**src/rtl/hub_div_issuer.sv**
```systemverilog
// Queues client divide requests and issues them one at a time to the iterative HUB divider.
// Optional result-wait watchdog: define HUB_DIV_WATCHDOG_EN.
package fpnew_pkg;
    typedef enum logic [3:0] {
        FMADD, FNMSUB, ADD, MUL, DIV, SQRT, SGNJ, MINMAX,
        CMP, CLASSIFY, F2F, F2I, I2F, CPKAB, CPKCD
    } operation_e;
endpackage

module hub_div_issuer #(
    parameter int WIDTH   = 16,
    parameter int TAG_W   = 4,
    parameter int DEPTH   = 4,
    parameter int TIMEOUT = 64
) (
    input  logic                  clk_i,
    input  logic                  rst_ni,
    input  logic                  flush_i,
    output logic                  flush_o,
    output fpnew_pkg::operation_e op_o,
    output logic                  op_mod_o,
    hub_div_issuer_if.master      bus
);
    localparam int              AW       = $clog2(DEPTH);
    localparam logic [AW:0]     FULL_CNT = DEPTH[AW:0];

    typedef struct packed {
        logic [WIDTH-1:0] x;
        logic [WIDTH-1:0] d;
        logic [TAG_W-1:0] tag;
    } req_t;

    typedef enum logic [1:0] {S_IDLE, S_ISSUE, S_WAIT, S_RESP} state_e;

    req_t             r_mem [DEPTH];
    logic [AW-1:0]    r_wptr;
    logic [AW-1:0]    r_rptr;
    logic [AW:0]      r_cnt;
    state_e           r_state;
    req_t             r_cur;
    logic [WIDTH-1:0] r_res;
    logic             r_in_valid;
    logic             r_out_ready;
    logic             r_rsp_valid;
    logic             r_flush;

    logic             w_push;
    logic             w_pop;
    logic             w_empty;
    req_t             w_head;
    logic             w_unused_busy;

`ifdef HUB_DIV_WATCHDOG_EN
    localparam int    WD_W = $clog2(TIMEOUT + 1);
    logic [WD_W-1:0]  r_wd;
    logic             r_err;
`else
    localparam int    w_unused_timeout = TIMEOUT;
`endif

    assign w_empty         = (r_cnt == '0);
    assign bus.req_ready_o = (r_cnt < FULL_CNT);
    assign w_push          = bus.req_valid_i && bus.req_ready_o && !flush_i;
    // The head leaves the FIFO either from IDLE or straight out of a completed response.
    assign w_pop           = !w_empty && !flush_i &&
                             ((r_state == S_IDLE) || ((r_state == S_RESP) && bus.rsp_ready_i));
    assign w_head          = r_mem[r_rptr];
    assign w_unused_busy   = bus.busy_i;

    always_ff @(posedge clk_i) begin
        if (w_push) begin
            r_mem[r_wptr] <= '{x: bus.req_x_i, d: bus.req_d_i, tag: bus.req_tag_i};
        end
    end

    always_ff @(posedge clk_i or negedge rst_ni) begin
        if (!rst_ni) begin
            r_wptr <= '0;
            r_rptr <= '0;
            r_cnt  <= '0;
        end else if (flush_i) begin
            r_wptr <= '0;
            r_rptr <= '0;
            r_cnt  <= '0;
        end else begin
            if (w_push) r_wptr <= r_wptr + 1'b1;
            if (w_pop)  r_rptr <= r_rptr + 1'b1;
            case ({w_push, w_pop})
                2'b10:   r_cnt <= r_cnt + 1'b1;
                2'b01:   r_cnt <= r_cnt - 1'b1;
                default: r_cnt <= r_cnt;
            endcase
        end
    end

    always_ff @(posedge clk_i or negedge rst_ni) begin
        if (!rst_ni) begin
            r_state     <= S_IDLE;
            r_cur       <= '0;
            r_res       <= '0;
            r_in_valid  <= 1'b0;
            r_out_ready <= 1'b0;
            r_rsp_valid <= 1'b0;
            r_flush     <= 1'b0;
`ifdef HUB_DIV_WATCHDOG_EN
            r_wd        <= '0;
            r_err       <= 1'b0;
`endif
        end else if (flush_i) begin
            r_state     <= S_IDLE;
            r_in_valid  <= 1'b0;
            r_out_ready <= 1'b0;
            r_rsp_valid <= 1'b0;
            r_flush     <= 1'b1;
`ifdef HUB_DIV_WATCHDOG_EN
            r_wd        <= '0;
            r_err       <= 1'b0;
`endif
        end else begin
            r_flush <= 1'b0;
            case (r_state)
                S_IDLE: begin
                    if (w_pop) begin
                        r_cur      <= w_head;
                        r_in_valid <= 1'b1;
                        r_state    <= S_ISSUE;
                    end
                end
                S_ISSUE: begin
                    if (bus.in_ready_i) begin
                        r_in_valid  <= 1'b0;
                        r_out_ready <= 1'b1;
                        r_state     <= S_WAIT;
                    end
                end
                S_WAIT: begin
                    if (bus.out_valid_i) begin
                        r_res       <= bus.result_i;
                        r_out_ready <= 1'b0;
                        r_rsp_valid <= 1'b1;
                        r_state     <= S_RESP;
`ifdef HUB_DIV_WATCHDOG_EN
                        r_wd        <= '0;
                        r_err       <= 1'b0;
                    end else if (r_wd == WD_W'(TIMEOUT - 1)) begin
                        // Divider is presumed hung: answer with an error and flush it.
                        r_res       <= '0;
                        r_err       <= 1'b1;
                        r_flush     <= 1'b1;
                        r_out_ready <= 1'b0;
                        r_rsp_valid <= 1'b1;
                        r_wd        <= '0;
                        r_state     <= S_RESP;
                    end else begin
                        r_wd        <= r_wd + 1'b1;
`endif
                    end
                end
                S_RESP: begin
                    if (bus.rsp_ready_i) begin
                        r_rsp_valid <= 1'b0;
                        if (w_pop) begin
                            r_cur      <= w_head;
                            r_in_valid <= 1'b1;
                            r_state    <= S_ISSUE;
                        end else begin
                            r_state    <= S_IDLE;
                        end
                    end
                end
                default: r_state <= S_IDLE;
            endcase
        end
    end

    assign bus.operands_o[0] = r_cur.x;
    assign bus.operands_o[1] = r_cur.d;
    assign bus.operands_o[2] = '0;
    assign bus.in_valid_o    = r_in_valid;
    assign bus.out_ready_o   = r_out_ready;
    assign bus.rsp_valid_o   = r_rsp_valid;
    assign bus.rsp_result_o  = r_res;
    assign bus.rsp_tag_o     = r_cur.tag;
`ifdef HUB_DIV_WATCHDOG_EN
    assign bus.rsp_err_o     = r_err;
`else
    assign bus.rsp_err_o     = 1'b0;
`endif
    assign flush_o           = r_flush;
    assign op_o              = fpnew_pkg::DIV;
    assign op_mod_o          = 1'b0;
endmodule

```
**src/rtl/hub_div_issuer_if.sv**
```systemverilog
// Client request/response and divider operand/result channels of the HUB divide issuer.
// master = issuer side, slave = client plus divider side.
interface hub_div_issuer_if #(
    parameter int WIDTH = 16,
    parameter int TAG_W = 4
);
    logic                  req_valid_i;
    logic                  req_ready_o;
    logic [WIDTH-1:0]      req_x_i;
    logic [WIDTH-1:0]      req_d_i;
    logic [TAG_W-1:0]      req_tag_i;
    logic [2:0][WIDTH-1:0] operands_o;
    logic                  in_valid_o;
    logic                  in_ready_i;
    logic [WIDTH-1:0]      result_i;
    logic                  out_valid_i;
    logic                  out_ready_o;
    logic                  busy_i;
    logic                  rsp_valid_o;
    logic                  rsp_ready_i;
    logic [WIDTH-1:0]      rsp_result_o;
    logic [TAG_W-1:0]      rsp_tag_o;
    logic                  rsp_err_o;

    modport master (
        input  req_valid_i, req_x_i, req_d_i, req_tag_i,
        input  in_ready_i, result_i, out_valid_i, busy_i, rsp_ready_i,
        output req_ready_o, operands_o, in_valid_o, out_ready_o,
        output rsp_valid_o, rsp_result_o, rsp_tag_o, rsp_err_o
    );

    modport slave (
        output req_valid_i, req_x_i, req_d_i, req_tag_i,
        output in_ready_i, result_i, out_valid_i, busy_i, rsp_ready_i,
        input  req_ready_o, operands_o, in_valid_o, out_ready_o,
        input  rsp_valid_o, rsp_result_o, rsp_tag_o, rsp_err_o
    );
endinterface

```
**src/flat_wrapper.sv**
```systemverilog
// flat-port wrapper written by rule: the top's interface ports become plain ports
module hub_div_issuer_flat 
#(
    parameter int WIDTH   = 16,
    parameter int TAG_W   = 4,
    parameter int DEPTH   = 4,
    parameter int TIMEOUT = 64
)
  (clk_i, rst_ni, flush_i, flush_o, op_o, op_mod_o, bus_req_valid_i, bus_req_x_i, bus_req_d_i, bus_req_tag_i, bus_in_ready_i, bus_result_i, bus_out_valid_i, bus_busy_i, bus_rsp_ready_i, bus_req_ready_o, bus_operands_o, bus_in_valid_o, bus_out_ready_o, bus_rsp_valid_o, bus_rsp_result_o, bus_rsp_tag_o, bus_rsp_err_o);
  hub_div_issuer_if #(.WIDTH(WIDTH), .TAG_W(TAG_W)) bus_i ();
  input  logic clk_i;
  input  logic rst_ni;
  input  logic flush_i;
  output logic flush_o;
  output fpnew_pkg::operation_e op_o;
  output logic op_mod_o;
  input wire logic [$bits(bus_i.req_valid_i)-1:0] bus_req_valid_i;
  input wire logic [$bits(bus_i.req_x_i)-1:0] bus_req_x_i;
  input wire logic [$bits(bus_i.req_d_i)-1:0] bus_req_d_i;
  input wire logic [$bits(bus_i.req_tag_i)-1:0] bus_req_tag_i;
  input wire logic [$bits(bus_i.in_ready_i)-1:0] bus_in_ready_i;
  input wire logic [$bits(bus_i.result_i)-1:0] bus_result_i;
  input wire logic [$bits(bus_i.out_valid_i)-1:0] bus_out_valid_i;
  input wire logic [$bits(bus_i.busy_i)-1:0] bus_busy_i;
  input wire logic [$bits(bus_i.rsp_ready_i)-1:0] bus_rsp_ready_i;
  output wire logic [$bits(bus_i.req_ready_o)-1:0] bus_req_ready_o;
  output wire logic [$bits(bus_i.operands_o)-1:0] bus_operands_o;
  output wire logic [$bits(bus_i.in_valid_o)-1:0] bus_in_valid_o;
  output wire logic [$bits(bus_i.out_ready_o)-1:0] bus_out_ready_o;
  output wire logic [$bits(bus_i.rsp_valid_o)-1:0] bus_rsp_valid_o;
  output wire logic [$bits(bus_i.rsp_result_o)-1:0] bus_rsp_result_o;
  output wire logic [$bits(bus_i.rsp_tag_o)-1:0] bus_rsp_tag_o;
  output wire logic [$bits(bus_i.rsp_err_o)-1:0] bus_rsp_err_o;
  assign bus_i.req_valid_i = bus_req_valid_i;
  assign bus_i.req_x_i = bus_req_x_i;
  assign bus_i.req_d_i = bus_req_d_i;
  assign bus_i.req_tag_i = bus_req_tag_i;
  assign bus_i.in_ready_i = bus_in_ready_i;
  assign bus_i.result_i = bus_result_i;
  assign bus_i.out_valid_i = bus_out_valid_i;
  assign bus_i.busy_i = bus_busy_i;
  assign bus_i.rsp_ready_i = bus_rsp_ready_i;
  assign bus_req_ready_o = bus_i.req_ready_o;
  assign bus_operands_o = bus_i.operands_o;
  assign bus_in_valid_o = bus_i.in_valid_o;
  assign bus_out_ready_o = bus_i.out_ready_o;
  assign bus_rsp_valid_o = bus_i.rsp_valid_o;
  assign bus_rsp_result_o = bus_i.rsp_result_o;
  assign bus_rsp_tag_o = bus_i.rsp_tag_o;
  assign bus_rsp_err_o = bus_i.rsp_err_o;
  hub_div_issuer #(.WIDTH(WIDTH), .TAG_W(TAG_W), .DEPTH(DEPTH), .TIMEOUT(TIMEOUT)) u_core (.clk_i(clk_i), .rst_ni(rst_ni), .flush_i(flush_i), .flush_o(flush_o), .op_o(op_o), .op_mod_o(op_mod_o), .bus(bus_i));
endmodule
```
**config.mk**
```make
export PLATFORM = sky130hd
export DESIGN_NAME = hub_div_issuer_flat
export DESIGN_NICKNAME = d
export VERILOG_FILES = /design/src/rtl/hub_div_issuer.sv /design/src/rtl/hub_div_issuer_if.sv /design/src/flat_wrapper.sv
export SDC_FILE = /design/constraint.sdc
export NUM_CORES = 1
export LEC_CHECK = 0
export ABC_AREA = 0
export CORE_MARGIN = 4
export CORE_UTILIZATION = 55
export CTS_BUF_LIST = sky130_fd_sc_hd__clkbuf_4
export CTS_CLUSTER_SIZE = 30
export DETAILED_ROUTE_END_ITERATION = 16
export MAX_ROUTING_LAYER = met4
export PLACE_DENSITY_LB_ADDON = 0.12
export SYNTH_ARGS = -nofsm -noshare
export SYNTH_HDL_FRONTEND = slang
export SYNTH_SLANG_ARGS = --single-unit
```
**constraint.sdc**
```tcl
create_clock -name clk_i -period 6.3 [get_ports clk_i]
set_input_delay 1.575 -clock clk_i [delete_from_list [all_inputs] [get_ports clk_i]]
set_output_delay 1.575 -clock clk_i [all_outputs]
set_load 0.005 [all_outputs]
```
==> flow_summary.yaml, run 1 <==
status:
  status: "completed"
clock_network:
  clock_latency_ns: 0.64
  cts_buffer_depth: 3
  post_cts_resized: 0
  ctsHoldBuffers: 0
  clock-sinks: 209
  cts_buffers: 52
  cts_tree: "done"
  ctsHtreeMaxLevel: 2
  root_buffer: "clkbuf_4"
  post_cts_buffers: 0
  path_clk_slew_ns: 0.07
worst_setup_path:
  critPathLaunchType: "primary input"
  critical_path_class: "in2reg"
  cp_max_fo: 10
  r2r_slack_ns: 3.71
  path_buf_inv: 1
  worstPathRequired_ns: 6.83
  cp_cell_sequence: "clkdlybuf4s50_1 > nor2b_1 > nor3_1 > fa_1 > or4_1 > a31oi_1"
  critPathMaxStageDelay_ns: 0.56
  crit_slowest_cell: "nor2b_1"
  path_delay_family: "simple AND/OR/NAND/NOR gates"
  endpoint_kind: "flip-flop"
  worstPathArrival_ns: 3.98
synth:
  yosys_warnings: 0
  yosys.area.top_type_share_pct: 52.5
  synth_area_leader_cell: "edfxtp_1"
  yosys-top-cells-area: "edfxtp_1 52%, dfrtp_1 20%, mux4_2 9.8%"
  syn-cell-area_sq_um: 8240
  ys_ff_latch: 209
  avgSynthCellArea_sq_um: 19.9
  synth_cell_types: 37
  syn-instance-count: 414
  seq_area_frac_synth_pct: 72.2
route:
  wl_per_cell_um: 19.0
  vias: 4200
  viasPerCell: 5.27
  wl_um: 15100
  first_iter_violations: 188
  firstDrtPassIters: 4
  final_antenna_net_count: 0
  drc_errors: 0
sta:
  hold_viol: 0
  min_period_ns: 3.45
  clock_skew_ns: 0.0272
  fmax_mhz: 290
  fin_ws_ns: 2.85
  setup_tns_ns: 0
  period_share_pct: 54.8
  finalSetupViolations: 0
  tightest_slew_ns: 1.03
  rsz0062_at_grt: "false"
  slew_headroom_pct: 31.5
  final_max_slew_viol_count: 0
global_routing:
  grt_pass1_vias: 4579
  grt_pass1_wl_um: 23700
  overflow: 0
  grt_max_degree: 66
  grt_util_all_layers_pct: 19.1
  antenna_found_initial: 1
final_layout:
  final_nets: 637
  drive_above_1_share_pct: 28.6
  fill_cells: 994
  fin_cells: 797
  final_common_cell: "edfxtp_1"
  final_util_pct: 69.6
  seqCellArea_sq_um: 5950
  syn_to_final_growth_pct: 23.1
  layout_common_cells: "144 x edfxtp_1, 114 x clkdlybuf4s50_1, 76 x clkbuf_4"
  multi_input_area_sq_um: 2090
place:
  place_congestion: 0.789
  hpwlAfterDp_um: 8730
  dp_slack_ns: 2.23
  place_inst: 698
  port_buffers: 115
hold_path:
  hp-class: "reg2reg"
floorplan:
  die_area_sq_um: 17000
  fp.dieH_um: 130
  die_w_um: 130
  num_io_pins: 139
  initial_core_util_pct: 56.5
  rows: 44
  design.core.area_sq_um: 14600
job:
  drv_cap: 0
power_and_ir_drop:
  power_density_nw_per_um2: 410
  ir_drop_v: 0.000222
  leakage_nw: 3.84
kinds of logic after synthesis:
logic type,count (synthesis),share of synthesized area [%]
flip-flops,209,72.2
multiplexers,91,18.7
AO/OA/AOI/OAI,18,1.46
adder cells (fa/ha/maj),9,1.46
buffers and inverters,45,3.48
AND/OR/NAND/NOR,35,2.12
XOR/XNOR,5,0.531
other,2,0.0911
stage by stage:
stage / cell area [sq um] / hold slack [ns] / total power [mW]
4_1_cts: 10100 / 0.505 / 4.23
3_3_place_gp: 9470 / 0.477 / 3.07
5_1_grt: 10100 / 0.515 / 4.42
3_5_place_dp: 9470 / 0.490 / 3.10
2_1_floorplan: 8320 / 0.489 / 2.57
6_report: 10100 / 0.501 / 4.16
final timing paths:
path                                          start                       end  cells after the start
max                                 bus_req_valid_i           u_core.r_cnt[2]                      6
min                        u_core.bus.operands_o[0]  u_core.bus.operands_o[0]                      1
max reg2reg                       u_core.r_state[1]           u_core.r_cnt[2]                      8
min reg2reg                u_core.bus.operands_o[0]  u_core.bus.operands_o[0]                      1
max in group asynchronous                    rst_ni          u_core.r_rptr[0]                      1
min in group asynchronous                    rst_ni  u_core.bus.operands_o[6]                      1
synth_stat cells:
cell type	instances
or2_2	1
o21ai_0	5
o221a_2	1
a221oi_1	1
dfrtp_1	65
and3_1	4
mux2_2	17
nand2_1	4
fa_1	1
a311oi_1	1
a21oi_1	6
buf_2	4
conb_1	2
xor2_1	2
nor2b_1	4
mux4_2	36
nand2b_1	1
clkbuf_1	6
a2111oi_2	1
nor2_1	11
xnor2_1	3
ha_1	8
edfxtp_1	144
or4_1	2
or3_1	1
mux2_4	30
inv_1	8
a21o_1	1
buf_4	22
mux2_1	6
buf_1	1
nand3_1	3
a31oi_1	1
mux2i_1	2
nor3_1	4
buf_6	4
a22oi_1	1
report_power, final:
part	switching [mW]	internal, mW
logic	0.401	0.754
clock network	0.505	0.598
registers	0.176	1.73
cell type report:
type / count / share of cell area [%]
Inverter: 8 / 0.296
Multi-Input combinational cell: 180 / 20.6
Timing Repair Buffer: 117 / 11.5
Sequential cell: 209 / 58.7
Tap cell: 184 / 2.27
Clock buffer: 76 / 5.62
Clock inverter: 22 / 1.10
Antenna cell: 1 / 0.0247
registers in the layout, summed over array words and instances (netlist names):
| register | cells |
|---|---|
| u_core.bus.rsp_result_o | 16 |
| u_core.r_cnt | 3 |
| u_core.r_wptr | 2 |
| u_core.bus.out_ready_o | 1 |
| u_core.bus.rsp_tag_o | 4 |
| u_core.bus.in_valid_o | 1 |
| u_core.r_mem | 144 |
| u_core.flush_o | 1 |
| u_core.r_state | 2 |
| u_core.r_rptr | 2 |
| u_core.bus.operands_o | 32 |
| u_core.bus.rsp_valid_o | 1 |
routing by layer:
metal | GRT usage, % | vias to the layer above | wire [um]
met1 | 23.6 | 2128 | 6180
met3 | 6.06 | 10 | 1170
met5 | - | - | 0
li1 | - | 1915 | -
met2 | 30.6 | 147 | 7640
met4 | 5.75 | 0 | 141
(Power assumes the default switching activity.)
==> inputs of run 2 (changes only) <==
CORE_UTILIZATION = 50   (was 55)
clock period = 2.89 ns   (was 6.3 ns; I/O delays follow)
==> flow_summary.yaml, run 2 (same netlist as run 1, synthesis figures left out) <==
clock_network:
  path_clk_slew_ns: 0.07
  cts_buffers: 54
  clock_latency_ns: 0.65
  post_cts_resized: 0
  ctsHoldBuffers: 0
  post_cts_buffers: 0
  root_buffer: "clkbuf_4"
  cts_tree: "done"
  clock-sinks: 209
  ctsHtreeMaxLevel: 2
  cts_buffer_depth: 3
floorplan:
  design.core.area_sq_um: 16000
  die_area_sq_um: 18600
  initial_core_util_pct: 51.5
  die_w_um: 136
  fp.dieH_um: 136
  num_io_pins: 139
  rows: 46
sta:
  slew_headroom_pct: 47.7
  min_period_ns: 2.37
  clock_skew_ns: 0.0347
  period_share_pct: 82.0
  hold_viol: 0
  fmax_mhz: 422
  final_max_slew_viol_count: 0
  whs_ns: 0.0972
  setup_tns_ns: 0
  finalSetupViolations: 0
  tightest_slew_ns: 0.785
  rsz0062_at_grt: "false"
power_and_ir_drop:
  leakage_nw: 3.97
  switchingPower_mw: 2.40
  intPower_mw: 6.82
  switching_share_pct: 26.0
  ir_drop_v: 0.000370
  clock_power_share_pct: 26.9
  total_power_mw: 9.22
  power_density_nw_per_um2: 885
  p_seq_share_pct: 44.8
  pwr-share-comb_pct: 28.2
final_layout:
  drive_above_1_share_pct: 31.7
  syn_to_final_growth_pct: 26.4
  final_common_cell: "edfxtp_1"
  fill_cells: 1147
  layout_common_cells: "144 x edfxtp_1, 114 x clkdlybuf4s50_1, 86 x clkbuf_4"
  largest_register: "u_core.r_mem"
  final_nets: 657
  largest_reg_flops: 144
global_routing:
  grt_util_all_layers_pct: 17.9
  grt_pass1_wl_um: 24400
  grt_pass1_vias: 4680
  antenna_found_initial: 0
  overflow: 0
  grt_max_degree: 45
route:
  first_iter_violations: 150
  wl_um: 15400
  wl_per_cell_um: 18.1
  drc_errors: 0
  viasPerCell: 5.08
  final_antenna_net_count: 0
  firstDrtPassIters: 4
  vias: 4324
job:
  drv_cap: 0
worst_setup_path:
  critPathLaunchType: "flip-flop"
  endpoint_kind: "flip-flop"
  r2r_slack_ns: 0.52
  worstPathRequired_ns: 3.43
  worstPathArrival_ns: 2.91
  critical_path_class: "reg2reg"
  cp_max_fo: 6
  reg2regPathDepth: 8
status:
  status: "completed"
place:
  hpwlAfterDp_um: 9530
  place_congestion: 0.825
  port_buffers: 115
hold_path:
  hp-class: "in2async"
==> run 2: cell count changes in the layout (fill, tap and decap cells not counted), moves of 2 or more <==
cell and change:
clkinv_1 -4, clkbuf_4 +10, buf_12 +5, buf_4 +13, clkinv_2 -2
==> run 2: worst paths after layout <==
check	start	endpoint
min in group clk_i	u_core.bus.operands_o[2]	u_core.bus.operands_o[2]
setup / recovery	u_core.r_state[1]	u_core.r_cnt[2]
setup reg to reg	u_core.r_state[1]	u_core.r_cnt[2]
hold / removal	rst_ni	u_core.bus.operands_o[13]
max in group asynchronous	rst_ni	u_core.bus.rsp_result_o[12]
hold reg to reg	u_core.bus.operands_o[2]	u_core.bus.operands_o[2]
==> run 2: power groups by stage <==
| stage | Sequential [mW] | Combinational (mW) | Clock [mW] |
|---|---|---|---|
| 3_5_place_dp | 4.20 | 2.65 | 0 |
| 2_1_floorplan | 4.08 | 1.52 | 0 |
| 6_report | 4.14 | 2.60 | 2.48 |
| 4_1_cts | 4.15 | 2.65 | 2.59 |
| 3_3_place_gp | 4.19 | 2.58 | 0 |
| 5_1_grt | 4.22 | 2.80 | 2.77 |
==> run 2: area by class of cell <==
class | count | area (sq um) | share of cell area [%]
timing repair buffer | 135 | 1360 | 13.1
sequential | 209 | 5960 | 57.2
clock inverter | 16 | 65.1 | 0.624
clock buffer | 86 | 646 | 6.20
inverter | 8 | 30.0 | 0.288
antenna | 1 | 2.50 | 0.0240
tap | 216 | 270 | 2.59
multi-input combinational | 180 | 2090 | 20.0
==> run 2: through the flow <==
stage,cells,worst slack (ns),cell area (sq um),util (%)
2_1_floorplan,434,0.406,8320,-
3_3_place_gp,748,0.101,9710,60.7
3_5_place_dp,748,0.0882,9710,60.7
4_1_cts,850,0.480,10400,65.1
5_1_grt,850,0.432,10400,65.1
6_report,851,0.520,10400,65.1
==> run 2: layer usage <==
metal / track usage, % / vias up / wire (um)
li1: - / 1963 / -
met1: 22.2 / 2169 / 6510
met2: 28.1 / 156 / 7510
met3: 4.92 / 36 / 1010
met4: 7.05 / 0 / 354
met5: - / - / 0
==> run 2: worst max-delay path: stages, from the launching register on <==
cell     delay [ns]
dfrtp_1        0.41
inv_1          0.09
ha_1           0.26
a21o_1         0.22
nand2_1        0.08
nor3_1         0.06
fa_1           0.45
or4_1          0.54
a31oi_1        0.17
==> inputs of run 3 (changes only) <==
CORE_UTILIZATION = 55   (was 50)
clock period = 2.2 ns   (was 2.89 ns; I/O delays follow)
==> flow_summary.yaml, run 3 (same netlist as run 1, synthesis figures left out) <==
global_routing:
  grt_pass1_wl_um: 24400
  antenna_found_initial: 1
  grt_pass1_vias: 4802
  grt_max_degree: 41
  grt_util_all_layers_pct: 19.6
  overflow: 0
status:
  status: "completed"
final_layout:
  layout_common_cells: "144 x edfxtp_1, 113 x clkdlybuf4s50_1, 81 x clkbuf_4"
  largest_reg_flops: 144
  final_util_pct: 72.6
  seqCellArea_sq_um: 5950
  design_area_sq_um: 10600
  fin_cells: 831
  largest_register: "u_core.r_mem"
  multi_input_area_sq_um: 2110
  final_nets: 678
  syn_to_final_growth_pct: 28.4
  fill_cells: 912
  drive_above_1_share_pct: 34.5
  final_common_cell: "edfxtp_1"
worst_setup_path:
  worstPathRequired_ns: 1.65
  rr_endpoint: "u_core.r_cnt[2]"
  reg2reg_from: "u_core.r_state[1]"
  critical_path_class: "reg2out"
  r2r_slack_ns: 0.12
  worstPathArrival_ns: 1.55
  endpoint_kind: "output pin"
  critPathLaunchType: "flip-flop"
  reg2regPathDepth: 8
  crit_slowest_cell: "clkdlybuf4s50_1"
  path_buf_inv: 1
  path_delay_family: "buffers and inverters"
  critPathMaxStageDelay_ns: 0.52
  cp_cell_sequence: "clkdlybuf4s50_1"
  cp_max_fo: 2
sta:
  setup_tns_ns: 0
  period_share_pct: 95.4
  fmax_mhz: 477
  hold_viol: 0
  finalSetupViolations: 0
  rsz0062_at_grt: "false"
  clock_skew_ns: 0.0346
  min_period_ns: 2.10
  final_max_slew_viol_count: 0
  fin_ws_ns: 0.102
route:
  firstDrtPassIters: 4
  wl_um: 15500
  vias: 4395
  top_layer_used: "met4"
  final_antenna_net_count: 0
  wl_met1_um: 6390
  first_iter_violations: 245
  routed-wl-met3_um: 970
  wl_per_cell_um: 18.6
  viasPerCell: 5.29
  drc_errors: 0
  wl_met2_um: 7990
power_and_ir_drop:
  leakage_nw: 4.09
  p_seq_share_pct: 43.1
  power_density_nw_per_um2: 1160
  switching_share_pct: 25.6
  switchingPower_mw: 3.15
  clock_power_share_pct: 26.0
  pwr-share-comb_pct: 30.9
  ir_drop_v: 0.000685
  intPower_mw: 9.16
place:
  place_inst: 737
  port_buffers: 115
  place_congestion: 0.830
  dp_slack_ns: -0.398
  hpwlAfterDp_um: 10100
  post_dp_cell_area_sq_um: 9870
clock_network:
  cts_buffers: 52
  path_clk_slew_ns: 0.07
  clock_latency_ns: 0.64
  cts_tree: "done"
  clock-sinks: 209
  cts_buffer_depth: 3
  root_buffer: "clkbuf_4"
  ctsHtreeMaxLevel: 2
floorplan:
  fp.dieH_um: 130
  num_io_pins: 139
  die_area_sq_um: 17000
  design.core.area_sq_um: 14600
  rows: 44
  die_w_um: 130
  initial_core_util_pct: 56.5
hold_path:
  hp-class: "in2async"
job:
  drv_cap: 0
[run 3: power groups by stage]
stage	Combinational [mW]	Clock, mW	Sequential (mW)
global route	4.13	3.57	5.38
floorplan	2.00	0	5.36
global placement	3.74	0	5.36
detailed placement	3.81	0	5.38
CTS	3.85	3.33	5.32
finish	3.80	3.20	5.31
[run 3: worst max path at each step]
stage	startpoint	endpoint	slack, ns	depth (start not counted)
5_1_grt	u_core.bus.operands_o[30]	bus_operands_o[30]	0.0003	1
6_report	u_core.bus.operands_o[30]	bus_operands_o[30]	0.10	1
3_3_place_gp	bus_rsp_ready_i	u_core.r_cnt[2]	-0.37	7
3_5_place_dp	bus_rsp_ready_i	u_core.r_cnt[2]	-0.40	7
4_1_cts	u_core.r_state[1]	u_core.r_cnt[2]	0.03	8
2_1_floorplan	u_core.r_state[0]	u_core.r_cnt[2]	-0.06	8
[run 3: area by class of cell]
| cell class | count | share of cell area [%] |
|---|---|---|
| sequential | 209 | 56.2 |
| multi-input combinational | 180 | 19.9 |
| timing repair buffer | 158 | 15.0 |
| clock buffer | 81 | 5.74 |
| tap | 184 | 2.17 |
| clock inverter | 10 | 0.650 |
| inverter | 8 | 0.284 |
| antenna | 1 | 0.0236 |
[run 3: through the flow]
| step | power, mW | hold WS (ns) |
|---|---|---|
| 2_1_floorplan | 7.36 | 0.254 |
| 3_3_place_gp | 9.10 | 0.475 |
| 3_5_place_dp | 9.19 | 0.491 |
| 4_1_cts | 12.5 | 0.336 |
| 5_1_grt | 13.1 | 0.366 |
| 6_report | 12.3 | 0.396 |
[run 3: what timing repair did]
action                                  CTS  global route
endpoints found under the hold margin    25             0
buffers inserted                          1             0
gates resized for setup                   4             2
endpoints found under the setup margin    7             1
hold buffers                              1             0
pin swaps                                 0             1
[run 3: per-layer routing]
metal / vias up / global-route usage [%]
li1: 1984 / -
met3: 15 / 5.00
met4: 0 / 6.78
met1: 2238 / 24.1
met2: 158 / 32.2
met5: - / -
[run 3: worst register-to-register path, delay by kind of cell, from the launching register on]
kind	cells	cell delay (ns)
AO/OA/AOI/OAI	2	0.32
adder cells (fa/ha/maj)	2	0.57
AND/OR/NAND/NOR	3	0.65
flip-flops	1	0.37
buffers and inverters	1	0.10
